### config.mk
export PLATFORM = sky130hd
export DESIGN_NAME = signal_window_sum
export DESIGN_NICKNAME = d
export VERILOG_FILES = /design/src/rtl/signal_window_pkg.sv /design/src/rtl/signal_window_buf.sv /design/src/rtl/signal_window_sum.sv
export SDC_FILE = /design/constraint.sdc
export NUM_CORES = 1
export LEC_CHECK = 0
export ABC_AREA = 1
export CAP_MARGIN = 20
export CELL_PAD_IN_SITES_DETAIL_PLACEMENT = 0
export CELL_PAD_IN_SITES_GLOBAL_PLACEMENT = 2
export CORE_MARGIN = 3
export CORE_UTILIZATION = 43
export CTS_CLUSTER_SIZE = 14
export DETAILED_ROUTE_END_ITERATION = 8
export PLACE_DENSITY = 0.86
export SLEW_MARGIN = 30
export SYNTH_ARGS = -nofsm -noshare
export SYNTH_HDL_FRONTEND = slang
export SYNTH_SLANG_ARGS = --single-unit
export TNS_END_PERCENT = 20
### constraint.sdc
create_clock -name CLK -period 4.75 [get_ports CLK]
set_input_delay 0.95 -clock CLK [delete_from_list [all_inputs] [get_ports CLK]]
set_output_delay 0.95 -clock CLK [all_outputs]
set_load 0.02 [all_outputs]
### src/rtl/signal_window_pkg.sv
// Shared constants and helpers for the signal_window_sum slice.
//   SW_IN_WIDTH_DEF : default sample width
//   SW_DEPTH_DEF    : default window length (power of two)
//   sw_out_width()  : full-precision sum width for a given sample width/depth
package signal_window_pkg;

  localparam int unsigned SW_IN_WIDTH_DEF = 32;
  localparam int unsigned SW_DEPTH_DEF    = 8;

  // Summing 2^k values of in_w bits needs in_w+k bits to never overflow.
  function automatic int unsigned sw_out_width(input int unsigned in_w,
                                               input int unsigned depth);
    return in_w + 32'($clog2(depth));
  endfunction

endpackage

### src/rtl/signal_window_buf.sv
// Circular sample buffer for the sliding window.
// Exposes the entry at the write pointer combinationally, i.e. the sample that
// the next write will overwrite (the one leaving the window).
// Ports:
//   CLK       : clock, rising edge
//   RESET     : asynchronous active-high reset (clears write pointer only)
//   WE        : write strobe; stores WDATA and advances the pointer
//   WDATA     : sample to store
//   RDATA_OLD : current contents of the entry about to be overwritten
module signal_window_buf
  import signal_window_pkg::*;
#(
  parameter int unsigned IN_WIDTH = SW_IN_WIDTH_DEF,
  parameter int unsigned DEPTH    = SW_DEPTH_DEF
) (
  input  logic                CLK,
  input  logic                RESET,
  input  logic                WE,
  input  logic [IN_WIDTH-1:0] WDATA,
  output logic [IN_WIDTH-1:0] RDATA_OLD
);

  localparam int unsigned PTR_W = $clog2(DEPTH);

  logic [PTR_W-1:0]    r_wr_ptr;
  logic [IN_WIDTH-1:0] r_mem [DEPTH];

  // Write pointer; DEPTH is a power of two so the wrap is the natural overflow.
  always_ff @(posedge CLK or posedge RESET) begin
    if (RESET) begin
      r_wr_ptr <= '0;
    end else if (WE) begin
      r_wr_ptr <= r_wr_ptr + PTR_W'(1);
    end
  end

  // Storage is not reset: the top never uses an entry before it is written.
  always_ff @(posedge CLK) begin
    if (WE) begin
      r_mem[r_wr_ptr] <= WDATA;
    end
  end

  assign RDATA_OLD = r_mem[r_wr_ptr];

endmodule

### src/rtl/signal_window_sum.sv
// Sliding-window sum of the last DEPTH valid samples, one result per valid
// input once the window has filled, latency one cycle, no backpressure.
// Optional feature macro: SIGNAL_WINDOW_AVG_EN -- when defined, OUT_VALUE is
// the truncated mean (sum >> log2(DEPTH)); the internal sum stays full width.
// Ports:
//   CLK       : clock, rising edge
//   RESET     : asynchronous active-high reset
//   IN_VALUE  : sample, meaningful only when IN_VALID=1
//   IN_VALID  : sample strobe
//   OUT_VALUE : window sum (or mean), holds between results
//   OUT_VALID : one-cycle strobe qualifying OUT_VALUE
module signal_window_sum
  import signal_window_pkg::*;
#(
  parameter int unsigned IN_WIDTH = SW_IN_WIDTH_DEF,
  parameter int unsigned DEPTH    = SW_DEPTH_DEF
) (
  input  logic                                       CLK,
  input  logic                                       RESET,
  input  logic [IN_WIDTH-1:0]                        IN_VALUE,
  input  logic                                       IN_VALID,
  output logic [sw_out_width(IN_WIDTH, DEPTH)-1:0]   OUT_VALUE,
  output logic                                       OUT_VALID
);

  localparam int unsigned OUT_WIDTH  = sw_out_width(IN_WIDTH, DEPTH);
  localparam int unsigned LOG2_DEPTH = $clog2(DEPTH);
  localparam int unsigned FILL_W     = LOG2_DEPTH + 1;

  logic [FILL_W-1:0]    r_fill;
  logic [OUT_WIDTH-1:0] r_sum;

  logic [IN_WIDTH-1:0]  w_rdata_old;
  logic                 w_full;
  logic [IN_WIDTH-1:0]  w_old;
  logic [FILL_W-1:0]    w_fill_next;
  logic                 w_window_done;
  logic [OUT_WIDTH-1:0] w_sum_next;
  logic [OUT_WIDTH-1:0] w_out_next;

  signal_window_buf #(
    .IN_WIDTH (IN_WIDTH),
    .DEPTH    (DEPTH)
  ) u_buf (
    .CLK       (CLK),
    .RESET     (RESET),
    .WE        (IN_VALID),
    .WDATA     (IN_VALUE),
    .RDATA_OLD (w_rdata_old)
  );

  // A sample only leaves the window once the window is full; before that the
  // buffer slot holds stale data from before reset and must be ignored.
  assign w_full        = (r_fill == FILL_W'(DEPTH));
  assign w_old         = w_full ? w_rdata_old : '0;
  assign w_fill_next   = w_full ? r_fill : (r_fill + FILL_W'(1));
  assign w_window_done = (w_fill_next == FILL_W'(DEPTH));

  // Add-then-subtract wraps modulo 2^OUT_WIDTH; the final value always fits.
  assign w_sum_next = r_sum + OUT_WIDTH'(IN_VALUE) - OUT_WIDTH'(w_old);

`ifdef SIGNAL_WINDOW_AVG_EN
  assign w_out_next = w_sum_next >> LOG2_DEPTH;
`else
  assign w_out_next = w_sum_next;
`endif

  // Window state and registered outputs.
  always_ff @(posedge CLK or posedge RESET) begin
    if (RESET) begin
      r_fill    <= '0;
      r_sum     <= '0;
      OUT_VALUE <= '0;
      OUT_VALID <= 1'b0;
    end else if (IN_VALID) begin
      r_fill    <= w_fill_next;
      r_sum     <= w_sum_next;
      OUT_VALUE <= w_out_next;
      OUT_VALID <= w_window_done;
    end else begin
      OUT_VALID <= 1'b0;
    end
  end

endmodule
======== After elaboration in Yosys (flattened, before gate mapping) ========
Memories as Yosys holds them, arrays and structs flattened.
Index checks and enable logic that the tools add are counted.
Widths: inputs -> output; s select.
storage, ports and cells
  memories ................................ 1
  bits of input ports ..................... 35
  bits in writable memories ............... 256
  output and inout bits ................... 36
  register bits after elaboration ......... 43
  word-level logic and storage cells ...... 16
operators by class
  equal/unequal tests ..................... 2
  multiplexer cells ....................... 5
  add/subtract/negate cells ............... 4
memories
  name         words  bits a word  read ports  clocked after Yosys merged registers in  wr ports  RTL line                 source
  u_buf.r_mem  8      32           1           0                                        1         signal_window_buf.sv:26  logic [IN_WIDTH-1:0] r_mem [DEPTH];
operators by type and width
  operator             count
  $add 35x32->35       1
  $sub 35x32->35       1
  $mux 32              1
  $eq 4x4->1 const B   2
  $add 4x1->4 const B  1
  $mux 4               1
  $add 3x1->3 const B  1
  $mux 1               3

======== Depth between registers and ports, before layout ========
  word-level depth ........................ 4
  gate-level depth with buffers ........... 23
  mapped depth without buffers ............ 22

======== By module ========
Synthesis repeated with hierarchy kept, for this count alone.
second synthesis, totals
  cells, all modules ...................... 1,967
  area total of the unflattened synthesis .. 16,535.9 um^2
by module, submodules not included
  module             seq. area each (um^2)  instances  area each (um^2)  cells each
  signal_window_buf  7,762.4                1          11,240.8          1,127
  signal_window_sum  1,001.0                1          5,295.1           840

======== Least setup slack after synthesis ========
No wires, ideal clock.
  path type ............................... input port to flip-flop
  start ................................... input port IN_VALID
  end ..................................... memory u_buf.r_mem[0][0] (netlist bit), enable pin
  stages on the path ...................... 3
  arrival ................................. 2.615 ns
  setup slack ............................. 1.714 ns
  data required time ...................... 4.329 ns
  path buffers ............................ 1
  setup time .............................. 0.421 ns
  path through ............................ buf_2 nand2_1 nor2_1
between the ends
  longest elaborated chain between the ends .. 2
RTL lines
  item                          RTL line                 source
  start: declaration            signal_window_sum.sv:21  input logic IN_VALID,
  $mux 1                        signal_window_buf.sv:39  if (WE) begin
  $mux 1 (implied by the code)  signal_window_buf.sv:40  r_mem[r_wr_ptr] <= WDATA;
  end: declaration              signal_window_buf.sv:26
No other way between the ends.

======== Worst setup path after layout ========
  start ................................... register u_buf.r_wr_ptr[1]
  end ..................................... register r_sum[31]
between the ends
  longest elaborated chain between the ends .. 3
RTL lines
  item                      RTL line                 source
  start: declaration        signal_window_buf.sv:25  logic [PTR_W-1:0] r_wr_ptr;
  start signal: assignment  signal_window_buf.sv:33  r_wr_ptr <= r_wr_ptr + PTR_W'(1);
  $mem_v2 8x32              -
  $mux 32                   signal_window_sum.sv:55  assign w_old = w_full ? w_rdata_old : '0;
  $sub 35x32->35            signal_window_sum.sv:60  assign w_sum_next = r_sum + OUT_WIDTH'(IN_VALUE) - OUT_WIDTH'(w_old);
  end signal: assignment    signal_window_sum.sv:77  r_sum <= w_sum_next;
  end: declaration          signal_window_sum.sv:31  logic [OUT_WIDTH-1:0] r_sum;
No other way between the ends.
A chain may end at the register's enable or synchronous reset.

==> reports/results.ini <==
[run_status]
status=complete, no violations

[min_path]
hold_class=reg2reg
min_path_cells=2

[cells_and_area]
layout-drive-gt1-share_pct=6.440
area_growth_pct=15.93
final_nets=1695
antennaDiodeCount=0
fin_cells=2063

[job]
cap_violations=0

[setup_path]
critPathMaxStageDelay_ns=0.66
worst_setup_path_end_kind=register
crit_slowest_cell=inv_2
cp-start-kind=register
critical-path-top-delay-family=simple AND/OR/NAND/NOR gates
required_ns=5.16
cpMostUsedCell=nand2_1
crit_chain=inv_1, nor2_1, inv_2, nor2_1, o21ai_0, a41oi_1, fa_1, inv_1, ha_1, nand2_1, nor2_1, a21oi_1, nand2_2, nand2_1, nand2_1, nand2_1, nand3_1, nand2_1
crit_fanout=32
worstSetupPathDepth=18
crit_type=reg2reg
cp_num_buf_inv=3
rr_worst_depth=18
crit_arrival_ns=4.34

[sta]
rsz0062_at_grt=false
period_share_pct=82.75
setup_viol=0
slew_viol_final=0
fin_ws_ns=0.8195
hold_ws_ns=0.5197
hold_violations=0
max-slew-margin-rel_pct=37.76
fmax_mhz=254.4
fin_crit_ns=3.931
worst_pin_slew_ns=0.9314
fin_worst_skew_ns=0.01171
setup_tns_ns=0

[cts]
holdBufCountCts=0
cts.sinks=299
cts_buffers=35
cts_resized=0
insertion_delay_ns=0.51
cts_tree=yes
cts_setup_buffers=0
clk_path_buf_depth=3
cts_root_buf=clkbuf_16
clk_pin_slew_ns=0.06
htree_levels=2

[detailed_routing]
drt-vias-per-instance=5.051
routedWlPerCell_microns=19.35
first_iter_violations=791
route.detailed.drc=0
ant_nets=0
firstDrtPassIters=5
vias=10420
wl_mm=39.92

[grt]
grt_pass1_vias=10500
antenna_found_initial=0
track_usage_pct=22.22
grt_max_degree=94
overflow=0
grt_pass1_wl_mm=62.10

[place]
dp.cells=2001
gp_congestion=0.8375
hpwl_mm=26.96
portBuffers=70
dp_slack_ns=0.8142

[yosys]
syn_inst=1515
syn-num-nets=1620
synthFlopType=edfxtp_1
seq_area_frac_synth_pct=58.77
syn_area_per_cell_sq_um=9.842
synth-edff-count=256
yosysWarningCount=0
syn-cell-area_sq_um=14910
synthArstFlopShare_pct=14.38
synth_seq_cells=299
synthDistinctLibCells=33

[floorplanning]
io_pins=71
die_y_microns=192.2
initial_core_util_pct=44.03
core_area_sq_um=33870
dieArea_sq_um=36950
rows=67
dieWidth_microns=192.2

[pwr]
power_density_nw_per_um2=680.3
peakVddDrop_mv=0.3478
cellLeakagePower_nw=7.005

-- cell usage after synthesis, types with 9 or more instances --
library cell / number / area share (%)
o21ai_0: 146 / 4.9
nand3_1: 47 / 1.6
ha_1: 38 / 3.2
fa_1: 32 / 4.3
nand2_2: 9 / 0.38
dfrtp_1: 43 / 7.2
edfxtp_1: 256 / 52
buf_2: 18 / 0.60
a21oi_1: 35 / 1.2
a41oi_1: 30 / 1.8
nand2_1: 228 / 5.7
inv_1: 217 / 5.5
nor2_1: 308 / 7.8
xnor2_1: 15 / 0.88
clkbuf_1: 31 / 0.78
o21ai_1: 21 / 0.70
-- final timing paths --
check / startpoint / endpoint / slack, ns
min in group asynchronous: RESET / OUT_VALID / 0.78
max reg2reg: u_buf.r_wr_ptr[1] / r_sum[31] / 0.82
max in group asynchronous: RESET / r_sum[27] / 3.17
min: r_sum[31] / r_sum[31] / 0.52
max: u_buf.r_wr_ptr[1] / r_sum[31] / 0.82
min reg2reg: r_sum[31] / r_sum[31] / 0.52
-- stage by stage --
step           instance area, sq um  power, mW  util [%]
3_3_place_gp                  16210      9.323     47.87
5_1_grt                       17290      12.76     51.04
6_report                      17290      11.76     51.04
4_1_cts                       17290      11.87     51.04
3_5_place_dp                  16210      9.314     47.87
2_1_floorplan                 14910      7.464         -
-- layout make-up --
cell class / count / area (sq um)
flip-flops and latches: 299 / 8767
multi-input cells: 942 / 5144
clock buffers: 46 / 948.4
fillers: 3179 / 16580
inverters: 220 / 825.8
clock inverters: 16 / 123.9
well taps: 448 / 560.5
repair buffers: 92 / 915.9
-- registers in the layout, summed over array words and instances, names as in the netlist --
| register | cells |
|---|---|
| u_buf.r_wr_ptr | 3 |
| r_sum | 35 |
| u_buf.r_mem | 256 |
| r_fill | 4 |
| OUT_VALID | 1 |
-- routing by layer --
layer / track usage, % / part of all wire (%) / wire [microns]
met3: 3.504 / 5.4 / 2141
met5: 0 / 0 / 0
met4: 4.231 / 1.3 / 537
met1: 33.05 / 48 / 19250
met2: 34.84 / 45 / 18000
-- logic make-up after synthesis --
logic type | synth area share, %
compound gates | 9.130
xor+xnor | 1.116
simple gates | 16.36
buf+inv | 7.133
fa+ha+maj | 7.485
flops | 58.77
-- placed cells by master, fill, tap and decap left out, types with 2 or more instances in the layout --
cell             instances
buf_12                   4
o32ai_1                  4
dfrtp_1                 42
fa_1                    32
nand3_2                  4
or2_2                    3
inv_2                    4
nand3_1                 47
nand3b_1                 2
nand2_1                228
a41oi_1                 30
nor2_4                   9
clkdlybuf4s50_1         70
nor3_1                   4
ha_1                    38
a21oi_2                  2
clkbuf_1                 9
edfxtp_1               256
clkinvlp_4               4
xor2_1                   4
o22ai_1                  2
o21ai_1                 21
xnor2_1                 15
clkbuf_16               36
nor4_1                   2
clkinv_1                 5
inv_1                  216
o21bai_1                 3
clkinv_2                 4
nor2_1                 300
a21oi_1                 35
o21ai_0                146
nand2_2                  9
buf_4                   18
-- worst reg2reg max path, cell delays in order, from the launching register on --
cell,delay (ns)
dfrtp_1,0.41
inv_1,0.10
nor2_1,0.07
inv_2,0.66
nor2_1,0.08
o21ai_0,0.10
a41oi_1,0.29
fa_1,0.60
inv_1,0.05
ha_1,0.37
nand2_1,0.12
nor2_1,0.33
a21oi_1,0.14
nand2_2,0.16
nand2_1,0.11
nand2_1,0.08
nand2_1,0.04
nand3_1,0.06
nand2_1,0.06
-- report_power, final --
group | internal [mW] | total [mW] | switching, mW
logic | 1.99 | 5.69 | 3.70
clock network | 1.47 | 2.51 | 1.04
registers | 3.29 | 3.56 | 0.268
(Power assumes the default switching activity.)
